**src/rtl/aes_ctr_stream.sv**
```systemverilog
// AES-CTR streaming controller: builds {nonce, counter} blocks, drives an external block core,
// XORs keystream into the data stream. Define AES_CTR_PREFETCH_EN for one-entry keystream prefetch.
module aes_ctr_stream #(
    parameter int          CTR_W    = 32,
    parameter int          LEN_W    = 16,
    parameter logic [63:0] CTR_INIT = 64'd1
) (
    input  logic                 clk_i,
    input  logic                 rst_i,
    input  logic                 start_i,
    input  logic [127-CTR_W:0]   nonce_i,
    input  logic [LEN_W-1:0]     len_i,
    output logic                 busy_o,
    output logic                 done_o,
    output logic                 err_o,
    input  logic                 in_valid_i,
    output logic                 in_ready_o,
    input  logic [127:0]         in_data_i,
    output logic                 out_valid_o,
    input  logic                 out_ready_i,
    output logic [127:0]         out_data_o,
    output logic                 core_req_o,
    output logic [127:0]         core_blk_o,
    input  logic                 core_ack_i,
    input  logic [127:0]         core_ks_i
);
    localparam int NONCE_W = 128 - CTR_W;

    localparam logic [2:0] S_IDLE  = 3'd0;
    localparam logic [2:0] S_REQ   = 3'd1;
    localparam logic [2:0] S_KWAIT = 3'd2;
    localparam logic [2:0] S_DWAIT = 3'd3;
    localparam logic [2:0] S_OUT   = 3'd4;
    localparam logic [2:0] S_FIN   = 3'd5;

    logic [2:0]         state_q, state_d;
    logic [NONCE_W-1:0] nonce_q, nonce_d;
    logic [CTR_W-1:0]   ctr_q, ctr_d;
    logic [LEN_W-1:0]   rem_q, rem_d;
    logic [127:0]       ks_q, ks_d;
    logic [127:0]       out_data_q, out_data_d;
    logic               err_q, err_d;
    logic               ctr_max;
    logic               last_blk;

    assign ctr_max  = &ctr_q;
    assign last_blk = (rem_q == LEN_W'(1));

    assign busy_o      = (state_q == S_REQ) || (state_q == S_KWAIT) ||
                         (state_q == S_DWAIT) || (state_q == S_OUT);
    assign done_o      = (state_q == S_FIN);
    assign err_o       = err_q;
    assign in_ready_o  = (state_q == S_DWAIT);
    assign out_valid_o = (state_q == S_OUT);
    assign out_data_o  = out_data_q;

`ifdef AES_CTR_PREFETCH_EN
    logic         pf_valid_q, pf_valid_d;
    logic         pf_pend_q, pf_pend_d;
    logic [127:0] pf_ks_q, pf_ks_d;
    logic         pf_issue;
    logic         pf_avail;

    // Prefetch only when a following block exists and its counter does not wrap.
    assign pf_issue   = (state_q == S_DWAIT) && !pf_valid_q && !pf_pend_q &&
                        (rem_q > LEN_W'(1)) && !ctr_max;
    assign pf_avail   = pf_valid_q || (pf_pend_q && core_ack_i);
    assign core_req_o = (state_q == S_REQ) || pf_issue;
    assign core_blk_o = {nonce_q, ctr_q + CTR_W'(pf_issue || pf_pend_q)};
`else
    assign core_req_o = (state_q == S_REQ);
    assign core_blk_o = {nonce_q, ctr_q};
`endif

    always_comb begin
        state_d    = state_q;
        nonce_d    = nonce_q;
        ctr_d      = ctr_q;
        rem_d      = rem_q;
        ks_d       = ks_q;
        out_data_d = out_data_q;
        err_d      = err_q;
`ifdef AES_CTR_PREFETCH_EN
        pf_valid_d = pf_valid_q;
        pf_pend_d  = pf_pend_q;
        pf_ks_d    = pf_ks_q;
`endif
        case (state_q)
            S_IDLE: begin
                if (start_i) begin
                    nonce_d = nonce_i;
                    ctr_d   = CTR_INIT[CTR_W-1:0];
                    rem_d   = len_i;
                    err_d   = 1'b0;
                    state_d = (len_i == '0) ? S_FIN : S_REQ;
                end
            end
            S_REQ: state_d = S_KWAIT;
            S_KWAIT: begin
                if (core_ack_i) begin
                    ks_d    = core_ks_i;
                    state_d = S_DWAIT;
                end
            end
            S_DWAIT: begin
                if (in_valid_i) begin
                    out_data_d = in_data_i ^ ks_q;
                    state_d    = S_OUT;
                end
            end
            S_OUT: begin
                if (out_ready_i) begin
                    rem_d = rem_q - LEN_W'(1);
                    ctr_d = ctr_q + CTR_W'(1);
                    if (last_blk) begin
                        state_d = S_FIN;
                    end else if (ctr_max) begin
                        // Another block would need the wrapped counter value.
                        err_d   = 1'b1;
                        state_d = S_FIN;
                    end else begin
                        state_d = S_REQ;
                    end
                end
            end
            S_FIN:   state_d = S_IDLE;
            default: state_d = S_IDLE;
        endcase
`ifdef AES_CTR_PREFETCH_EN
        if (pf_issue) begin
            pf_pend_d = 1'b1;
        end
        if (pf_pend_q && core_ack_i) begin
            pf_pend_d  = 1'b0;
            pf_valid_d = 1'b1;
            pf_ks_d    = core_ks_i;
        end
        if ((state_q == S_OUT) && out_ready_i && (state_d == S_REQ)) begin
            // A still-pending prefetch becomes the regular request for the new counter.
            if (pf_avail) begin
                ks_d    = pf_valid_q ? pf_ks_q : core_ks_i;
                state_d = S_DWAIT;
            end else if (pf_pend_q) begin
                state_d = S_KWAIT;
            end
            pf_valid_d = 1'b0;
            pf_pend_d  = 1'b0;
        end
        if (state_d == S_FIN) begin
            pf_valid_d = 1'b0;
            pf_pend_d  = 1'b0;
        end
`endif
    end

    always_ff @(posedge clk_i) begin
        if (rst_i) begin
            state_q    <= S_IDLE;
            nonce_q    <= '0;
            ctr_q      <= '0;
            rem_q      <= '0;
            ks_q       <= '0;
            out_data_q <= '0;
            err_q      <= 1'b0;
`ifdef AES_CTR_PREFETCH_EN
            pf_valid_q <= 1'b0;
            pf_pend_q  <= 1'b0;
            pf_ks_q    <= '0;
`endif
        end else begin
            state_q    <= state_d;
            nonce_q    <= nonce_d;
            ctr_q      <= ctr_d;
            rem_q      <= rem_d;
            ks_q       <= ks_d;
            out_data_q <= out_data_d;
            err_q      <= err_d;
`ifdef AES_CTR_PREFETCH_EN
            pf_valid_q <= pf_valid_d;
            pf_pend_q  <= pf_pend_d;
            pf_ks_q    <= pf_ks_d;
`endif
        end
    end
endmodule

```
**config.mk**
```make
export PLATFORM = sky130hd
export DESIGN_NAME = aes_ctr_stream
export DESIGN_NICKNAME = d
export VERILOG_FILES = /design/src/rtl/aes_ctr_stream.sv
export SDC_FILE = /design/constraint.sdc
export NUM_CORES = 1
export LEC_CHECK = 0
export ABC_AREA = 1
export BUFFER_PORTS_ARGS = -buffer_cell sky130_fd_sc_hd__buf_2
export CORE_AREA = 2 2 248 250
export CTS_BUF_LIST = sky130_fd_sc_hd__clkbuf_4 sky130_fd_sc_hd__clkbuf_8 sky130_fd_sc_hd__clkbuf_16
export DETAILED_ROUTE_END_ITERATION = 8
export DIE_AREA = 0 0 250 252
export REMOVE_ABC_BUFFERS = 1
export SYNTH_ARGS = -nofsm -noshare
export SYNTH_HDL_FRONTEND = slang
export SYNTH_SLANG_ARGS = --single-unit
```
**constraint.sdc**
```tcl
create_clock -name clk_i -period 3.38 [get_ports clk_i]
set_input_delay 0.338 -clock clk_i [delete_from_list [all_inputs] [get_ports clk_i]]
set_output_delay 0.338 -clock clk_i [all_outputs]
set_load 0.01 [all_outputs]
```
==> results_dict.tcl, run 1 <==
set metrics [dict create \
    outcome "complete, no violations" \
    synth_flop_cell "sky130_fd_sc_hd__dfxtp_1" \
    arrival_ns 2.35 \
    worstReg2RegEnd "out_data_o[5]$_SDFFE_PP0P_" \
    worstSkewPairLatency_ns 0.57 \
    clock_sink_count 404 \
    report.final.hold_viol_count 0 \
    synth_top_area_cell "sky130_fd_sc_hd__dfxtp_1" \
    timing.critical_path.required_ns 3.04 \
    rsz0062_at_grt "false" \
    place_inst 3480 \
    post_layout_nonfiller_instances 3703 \
    postRouteWirelength_mm 61.50 \
    timing.critical_path.slowest_cell_delay_ns 0.47 \
    power_per_cell_area_nw_per_um2 565.6 \
    max_slew.worst_pin.slew_ns 0.9303 \
    max_slew_vio_count 0 \
    clock_path_buffers 3 \
    total_power_mw 13.23 \
    netlist_top_cells_count "sky130_fd_sc_hd__dfxtp_1 (404), sky130_fd_sc_hd__nor2_1 (369), sky130_fd_sc_hd__nand2_1 (360)" \
    initial_antenna_violation_count 16 \
    first_global_vias 16670 \
    fraction_of_final_layout_cells_with_drive_strength_greater_than_1 0.2607 \
    worstHoldEndpoint "ks_q[122]$_SDFFE_PP0P_" \
    worst_ir_drop_vdd_mv 0.4947 \
    synth_edf_count 0 \
    period_needed_ns 2.683 \
    post-synth-top-area-fraction 0.4873 \
    grt_remaining_overflow 0 \
    drt-vias-per-instance 4.659 \
    cts-buffers-inserted 46 \
    ys_ff_latch 404 \
    groute.usage.overall 0.1860 \
    timing.hold.ws_ns 0.03933 \
    antenna_left 0 \
    path_depth_of_the_worst_reg2reg_path 7 \
    synthDistinctLibCells 34 \
    cp_slowest_cell "sky130_fd_sc_hd__dfxtp_1" \
    netlist_area_um2 16600 \
    dieWidth_um 250 \
    design.portCount 636 \
    end_kind "output pin" \
    design.core.area_um2 60130 \
    h_tree_level_count 2 \
    max-slew-margin-rel 0.3777 \
    syn-mean-instance-area_um2 7.558 \
    tritoncts_clock_tree "built" \
    dieArea_um2 63000 \
    grt_first_pass_wirelength_mm 93.76 \
    path_cells "nor2_1 -> nand2_1 -> inv_4 -> buf_12 -> buf_2" \
    timing.hold.worst_path_depth 3 \
    postPlaceCellArea_um2 20380 \
    cap_violations 0 \
    p_r_area_growth_vs_syn_pct 40.94 \
    setup_viol 0 \
    post-route-util 0.3890 \
    achievable_clock_frequency_ghz 0.3727 \
    timing.critical_path.from_type "flip-flop" \
    synthesis.instances 2196 \
    detailedRoute.firstIterationViolations 1134 \
    critical_path.max_fanout 97 \
    vias 17250 \
    design.final.nets 3257 \
    synth.top_cells.by_area "sky130_fd_sc_hd__dfxtp_1 (49%), sky130_fd_sc_hd__nor2_1 (8.3%), sky130_fd_sc_hd__nand2_1 (8.1%)" \
    post-route-worst-setup-slack_ns 0.6967 \
    timing.clock.skew_ns 0.01937 \
    total_leakage_power_nw 10.76 \
    gp_congestion 0.8563 \
    async_flop_share 0 \
    initial_utilization 0.2760 \
    layout_worst_path_cycle_share 0.7939 \
    dp.final_hpwl_mm 42.17 \
    pre_cts_ws_ns 1.121 \
    drc_errors 0 \
    crit-reg2reg-launch "state_q[2]$_SDFFE_PP0P_" \
    library_cell_with_the_highest_instance_count_after_synthesis "sky130_fd_sc_hd__dfxtp_1" \
    reg2reg_slack_ns 1.13 \
    ys_seq_area_frac 0.4873 \
    die_h_um 252 \
    postLayoutCellArea_um2 23390 \
    cts.reportedPaths.clkPinSlew_ns 0.06 \
    grt_max_degree 133 \
    drt_pass1_iterations 5 \
    fill_cells 6215 \
    avgRoutedWirePerCell_um 16.61 \
    holdCritPathClass "input port to flip-flop" \
    io_buffer_count 635 \
    syn_warnings 0 \
    cts.root.buffer_cell "sky130_fd_sc_hd__clkbuf_16" \
    timing.hold.worst.start "core_ks_i[122]" \
    setup_tns_ns 0 \
    fp-row-count 90 \
    resized_gates_after_cts 0 \
    category_of_the_critical_setup_timing_path "flip-flop to output pin" \
]
[flip-flops by register name (all words and copies together) (netlist names)]
signal / cells
ks_q: 128
out_data_o: 128
nonce_q: 96
ctr_q: 32
rem_q: 16
state_q: 3
err_o: 1
[power by group]
| group | switching, mW | total (mW) | internal, mW |
|---|---|---|---|
| clock | 2.11 | 5.45 | 3.34 |
| combinational | 1.50 | 2.39 | 0.897 |
| sequential | 0.238 | 5.39 | 5.15 |
| total | 3.84 | 13.2 | 9.39 |
[critical path: cells and delay by family, from the launching register on]
kind | cells | cell delay (ns)
flip-flops | 1 | 0.47
buffers and inverters | 3 | 0.82
AND/OR/NAND/NOR | 2 | 0.40
[repair_timing]
| action | in CTS | in global routing |
|---|---|---|
| hold buffers | 134 | 0 |
| endpoints found under the hold margin | 134 | 0 |
| setup buffers | 0 | 0 |
[kinds of logic after synthesis]
group                    share of synthesized area
buffers and inverters                      0.05450
XOR/XNOR                                   0.06966
AO/OA/AOI/OAI                               0.1286
adder cells (fa/ha/maj)                   0.002262
flip-flops                                  0.4873
AND/OR/NAND/NOR                             0.2577
[final cells by class]
class | count | area, um^2 | area share
diodes | 6 | 15.01 | 0.0006418
repair buffers | 787 | 4791 | 0.2048
well taps | 782 | 978.4 | 0.04183
flip-flops and latches | 404 | 8088 | 0.3457
multi-input cells | 1579 | 7622 | 0.3258
clock inverters | 22 | 315.3 | 0.01348
clock buffers | 61 | 1344 | 0.05745
inverters | 62 | 239.0 | 0.01022
[worst max path at each step]
stage                                       start  slack [ns]                      endpoint
after floorplan           state_q[2]$_SDFFE_PP0P_       -2.25    out_data_o[0]$_SDFFE_PP0P_
after global placement    state_q[2]$_SDFFE_PP0P_        1.19    out_data_o[9]$_SDFFE_PP0P_
after detailed placement  state_q[2]$_SDFFE_PP0P_        1.12  out_data_o[127]$_SDFFE_PP0P_
after CTS                 state_q[2]$_SDFFE_PP0P_        0.63                    in_ready_o
after global routing      state_q[2]$_SDFFE_PP0P_        0.51                    in_ready_o
final                     state_q[2]$_SDFFE_PP0P_        0.70                    in_ready_o
[cells in the final DEF (no fill, tap or decap), drive strengths merged, types with 4 or more instances in the layout]
master       synthesis  layout
o21ai              157     157
nor3                 9       9
nand2              365     365
clkinv               0      10
nor2               375     375
clkbuf              89      62
buf                 62     652
dfxtp              404     404
diode                0       6
xor2               131     131
a21oi              259     259
nor3b                4       4
bufinv               0       7
dlygate4sd3          0     134
inv                 62      64
nand3              254     254
nand4                9       9
[per-layer routing]
metal / part of all wire / vias up / wire length, um / GRT usage
li1: - / 8553 / - / -
met1: 0.40 / 7876 / 24910 / 0.2169
met2: 0.47 / 673 / 28820 / 0.3126
met3: 0.078 / 142 / 4790 / 0.05220
met4: 0.047 / 10 / 2921 / 0.09410
met5: 0.0011 / - / 66 / 0
Note: power is estimated with default switching activity, not from simulation.
==> run 2, diff against run 1 <==
Settings changed: CORE_AREA 2 2 248 250 to 2 2 250 252, DIE_AREA 0 0 250 252 to 0 0 252 254.
Clock period 3.38 ns to 2.4 ns, I/O delays scaled along.
==> results_dict.tcl, run 2 (synthesis gave the netlist of run 1 again) <==
set metrics [dict create \
    total_met3_wirelength_after_detailed_routing_mm 5.680 \
    design.final.nets 3492 \
    power_per_cell_area_nw_per_um2 734.3 \
    grt_remaining_overflow 0 \
    startpoint "state_q[2]$_SDFFE_PP0P_" \
    cts.root.buffer_cell "sky130_fd_sc_hd__clkbuf_16" \
    dp.final_hpwl_mm 40.97 \
    postRouteWirelength_mm 64.85 \
    total_power_mw 18.89 \
    period_needed_ns 2.272 \
    design.portCount 636 \
    layout_worst_path_cycle_share 0.9468 \
    clock_sink_count 404 \
    fp-row-count 91 \
    max-slew-margin-rel 0.4186 \
    fill_cells 6054 \
    max_slew_vio_count 0 \
    total_leakage_power_nw 11.75 \
    gp_congestion 0.8890 \
    met1_length_mm 25.37 \
    end_kind "output pin" \
    grt_first_pass_wirelength_mm 97.03 \
    path_depth_of_the_worst_reg2reg_path 7 \
    worst_ir_drop_vdd_mv 0.5484 \
    timing.clock.skew_ns 0.02274 \
    post_layout_nonfiller_instances 3940 \
    arrival_ns 2.03 \
    grt_max_degree 130 \
    dieWidth_um 252 \
    antenna_left 0 \
    timing.hold.worst.start "nonce_i[46]" \
    crit-reg2reg-launch "state_q[2]$_SDFFE_PP0P_" \
    initial_utilization 0.2709 \
    post-route-util 0.4199 \
    cap_violations 0 \
    clock_path_buffers 3 \
    design.core.area_um2 61260 \
    vias 18470 \
    layout.cells.most_common "sky130_fd_sc_hd__buf_2" \
    groute.usage.overall 0.1891 \
    report.final.hold_viol_count 0 \
    cts.reportedPaths.clkPinSlew_ns 0.06 \
    dieArea_um2 64010 \
    layout.cells.most_common_list "sky130_fd_sc_hd__buf_2 (633), sky130_fd_sc_hd__dfxtp_1 (404), sky130_fd_sc_hd__nor2_1 (368)" \
    detailedRoute.firstIterationViolations 1327 \
    dr_wl_met2_mm 30.81 \
    drc_errors 0 \
    rsz0062_at_grt "false" \
    tritoncts_clock_tree "built" \
    initial_antenna_violation_count 6 \
    cts-buffers-inserted 45 \
    place_inst 3504 \
    timing.hold.worst_path_depth 3 \
    h_tree_level_count 2 \
    worstSkewPairLatency_ns 0.58 \
    setup_viol 0 \
    timing.critical_path.required_ns 2.16 \
    critical_path.max_fanout 10 \
    io_buffer_count 635 \
    topRoutingLayerUsed "met5" \
    avgRoutedWirePerCell_um 16.46 \
    fraction_of_final_layout_cells_with_drive_strength_greater_than_1 0.2475 \
    outcome "complete, no violations" \
    max_slew.worst_pin.slew_ns 0.8722 \
    drt_pass1_iterations 8 \
    p_r_area_growth_vs_syn_pct 54.99 \
    die_h_um 254 \
    first_global_vias 18020 \
    holdCritPathClass "input port to flip-flop" \
    category_of_the_critical_setup_timing_path "flip-flop to output pin" \
    timing.critical_path.from_type "flip-flop" \
    drt-vias-per-instance 4.688 \
    achievable_clock_frequency_ghz 0.4401 \
]
run 2: changes by cell type in the layout (fill, tap and decap cells not counted), sizes merged:
cell	delta
diode	-4
dlygate4sd3	+216
buf	+18
clkbuf	+3
inv	-1
clkinv	-3
run 2: layout make-up:
class	instances	area, um^2	share of cell area
Inverter	62	246.5	0.009582
Tap cell	790	988.4	0.03843
Clock inverter	18	287.8	0.01119
Sequential cell	404	8088	0.3144
Timing Repair Buffer	1023	7146	0.2778
Multi-Input combinational cell	1579	7630	0.2966
Clock buffer	62	1333	0.05180
Antenna cell	2	5.005	0.0001946
run 2: path summary, 6_finish.rpt:
check                                      to  slack [ns]
setup / recovery                       busy_o        0.13
hold reg to reg      nonce_q[70]$_SDFFE_PP0P_        0.46
hold / removal       nonce_q[46]$_SDFFE_PP0P_        0.04
setup reg to reg  out_data_o[27]$_SDFFE_PP0P_        0.43
run 2: worst max-delay path, cell delays in order, from the launching register on:
cell and delay (ns):
sky130_fd_sc_hd__dfxtp_1 0.44, sky130_fd_sc_hd__buf_4 0.23, sky130_fd_sc_hd__inv_2 0.10, sky130_fd_sc_hd__nor2_4 0.25, sky130_fd_sc_hd__clkinvlp_4 0.16, sky130_fd_sc_hd__nand2_1 0.13
sky130_fd_sc_hd__buf_2 0.15
run 2: stage by stage:
stage | setup WS, ns | cell area [um^2] | TNS [ns] | hold slack (ns)
after floorplan | -3.230 | 15930 | -857.24 | 0.3091
after global routing | 0.01887 | 25720 | 0 | 0.004813
after detailed placement | 0.3961 | 20510 | 0 | 0.4494
after global placement | 0.5142 | 20510 | 0 | 0.4391
final | 0.1276 | 25720 | 0 | 0.03878
after CTS | 0.01234 | 25640 | 0 | 0.0001448
run 2: repair_timing:
item	4_1_cts	5_1_grt
cloned	0	2
gates resized for setup	2	3
buffers inserted	0	2
pin swaps	0	0
hold buffers	350	0
endpoints found under the hold margin	351	0
endpoints found under the setup margin	2	1
run 2: where the power goes:
group	switching (mW)	total, mW	internal (mW)
registers	0.335	7.59	7.25
logic	2.21	3.75	1.55
clock network	2.90	7.55	4.64
total	5.44	18.9	13.4
run 2: layer usage:
layer	up-vias	track usage
met1	8442	0.2162
met2	829	0.3261
met4	8	0.09062
li1	9033	-
met3	159	0.05173
met5	-	0
==> run 3, diff against run 2 <==
Settings changed: RECOVER_POWER set to 50.
==> results_dict.tcl, run 3 (synthesis gave the netlist of run 1 again) <==
set metrics [dict create \
    outcome "complete, no violations" \
    design.final.nets 3492 \
    layout_worst_path_cycle_share 0.9464 \
    design.portCount 636 \
    grt_remaining_overflow 0 \
    first_global_vias 18020 \
    holdCritPathClass "input port to flip-flop" \
    power_share_of_the_clock_group 0.401 \
    drt-vias-per-instance 4.696 \
    dieWidth_um 252 \
    cp_slowest_cell "sky130_fd_sc_hd__clkbuf_4" \
    antenna_left 0 \
    pre_cts_ws_ns 0.3961 \
    timing.critical_path.from_type "flip-flop" \
    worstSkewPairLatency_ns 0.58 \
    fp-row-count 91 \
    avgRoutedWirePerCell_um 16.49 \
    timing.critical_path.slowest_cell_delay_ns 0.84 \
    postRouteWirelength_mm 64.98 \
    io_buffer_count 635 \
    initial_antenna_violation_count 6 \
    fill_cells 6210 \
    clock_path_buffers 3 \
    grt_max_degree 130 \
    timing.clock.skew_ns 0.02495 \
    clock_sink_count 404 \
    category_of_the_critical_setup_timing_path "flip-flop to flip-flop" \
    crit_buf_inv 2 \
    report.final.hold_viol_count 0 \
    max_slew_vio_count 0 \
    cts.reportedPaths.clkPinSlew_ns 0.06 \
    drc_errors 0 \
    cts.root.buffer_cell "sky130_fd_sc_hd__clkbuf_16" \
    worst_ir_drop_vdd_mv 0.5476 \
    grt_first_pass_wirelength_mm 97.03 \
    power_share_of_the_combinational_group 0.194 \
    power_per_cell_area_nw_per_um2 741.2 \
    cap_violations 0 \
    end_kind "flip-flop" \
    critical_path.max_fanout 97 \
    detailedRoute.firstIterationViolations 1305 \
    die_h_um 254 \
    setup_viol 0 \
    fraction_of_final_layout_cells_with_drive_strength_greater_than_1 0.1639 \
    timing.critical_path.required_ns 2.88 \
    max-slew-margin-rel 0.2019 \
    reg2reg_slack_ns 0.13 \
    switching_power_of_the_nets_mw 5.441 \
    rsz0062_at_grt "false" \
    path_cells "inv_1 -> nand2_2 -> nor2_4 -> clkbuf_4 -> nand3_1 -> a21oi_1" \
    total_leakage_power_nw 10.64 \
    initial_utilization 0.2709 \
    p_seq_frac 0.404 \
    max_slew.worst_pin.slew_ns 1.197 \
    seqCellArea_um2 8088 \
    post-route-util 0.4140 \
    layout.cells.most_common "sky130_fd_sc_hd__dfxtp_1" \
    design.core.area_um2 61260 \
    tritoncts_clock_tree "built" \
    multi_input_area_um2 7627 \
    cpLargestDelayFamily "buffers and inverters" \
    dieArea_um2 64010 \
    dp.final_hpwl_mm 40.97 \
    cts-buffers-inserted 45 \
    layout.cells.most_common_list "sky130_fd_sc_hd__dfxtp_1 (404), sky130_fd_sc_hd__buf_2 (375), sky130_fd_sc_hd__nor2_1 (368)" \
    gp_congestion 0.8890 \
    swShare 0.2895 \
    post-route-worst-setup-slack_ns 0.1286 \
    p_r_area_growth_vs_syn_pct 52.81 \
    setup_tns_ns 0 \
    vias 18500 \
    power_report.internal_total_mw 13.36 \
    h_tree_level_count 2 \
    achievable_clock_frequency_ghz 0.4403 \
    period_needed_ns 2.271 \
    arrival_ns 2.75 \
    drt_pass1_iterations 5 \
    groute.usage.overall 0.1891 \
]
run 3: per-layer routing:
| layer | routed length [um] | GRT usage | vias to the layer above |
|---|---|---|---|
| met5 | 57 | 0 | - |
| met4 | 3134 | 0.09062 | 8 |
| met3 | 5606 | 0.05173 | 169 |
| met2 | 30820 | 0.3261 | 807 |
| met1 | 25360 | 0.2162 | 8487 |
| li1 | - | - | 9033 |
run 3: power by group through the flow:
stage               registers, mW  clock network [mW]  logic [mW]
finish                       7.60                7.55        3.66
global route                 7.66                7.98        4.04
CTS                          7.58                7.72        3.68
detailed placement           7.72                   0        3.22
global placement             7.71                   0        3.22
floorplan                    7.79                   0        1.66
run 3: what timing repair did:
item | CTS | global route
resized for setup | 2 | 3
setup buffers | 0 | 2
endpoints found under the hold margin | 351 | 0
hold buffers | 350 | 0
endpoints found under the setup margin | 2 | 1
gates cloned | 0 | 2
run 3: through the flow:
step	cell area (um^2)	total power, mW	std cells	hold slack, ns
3_3_place_gp	20510	10.92	3504	0.4391
6_report	25360	18.80	3940	0.03537
3_5_place_dp	20510	10.94	3504	0.4494
5_1_grt	25360	19.67	3939	0.004813
2_1_floorplan	15930	9.451	2045	0.3091
4_1_cts	25640	18.98	3934	0.0001448
run 3: path summary, 6_finish.rpt:
path	startpoint	to	cells after the start
setup / recovery	state_q[1]$_SDFFE_PP0P_	nonce_q[46]$_SDFFE_PP0P_	6
hold / removal	nonce_i[46]	nonce_q[46]$_SDFFE_PP0P_	3
setup reg to reg	state_q[1]$_SDFFE_PP0P_	nonce_q[46]$_SDFFE_PP0P_	6
hold reg to reg	nonce_q[32]$_SDFFE_PP0P_	nonce_q[32]$_SDFFE_PP0P_	2
run 3: cell type report:
type,instances,area share
Antenna cell,2,0.0001973
Tap cell,790,0.03897
Multi-Input combinational cell,1579,0.3007
Clock buffer,62,0.05254
Clock inverter,18,0.01135
Timing Repair Buffer,1023,0.2676
Sequential cell,404,0.3189
Inverter,62,0.009719
run 3: worst min-delay path, cell delays in order:
cell                      delay (ns)
sky130_fd_sc_hd__buf_2          0.10
sky130_fd_sc_hd__nand3_1        0.12
sky130_fd_sc_hd__a21oi_1        0.08
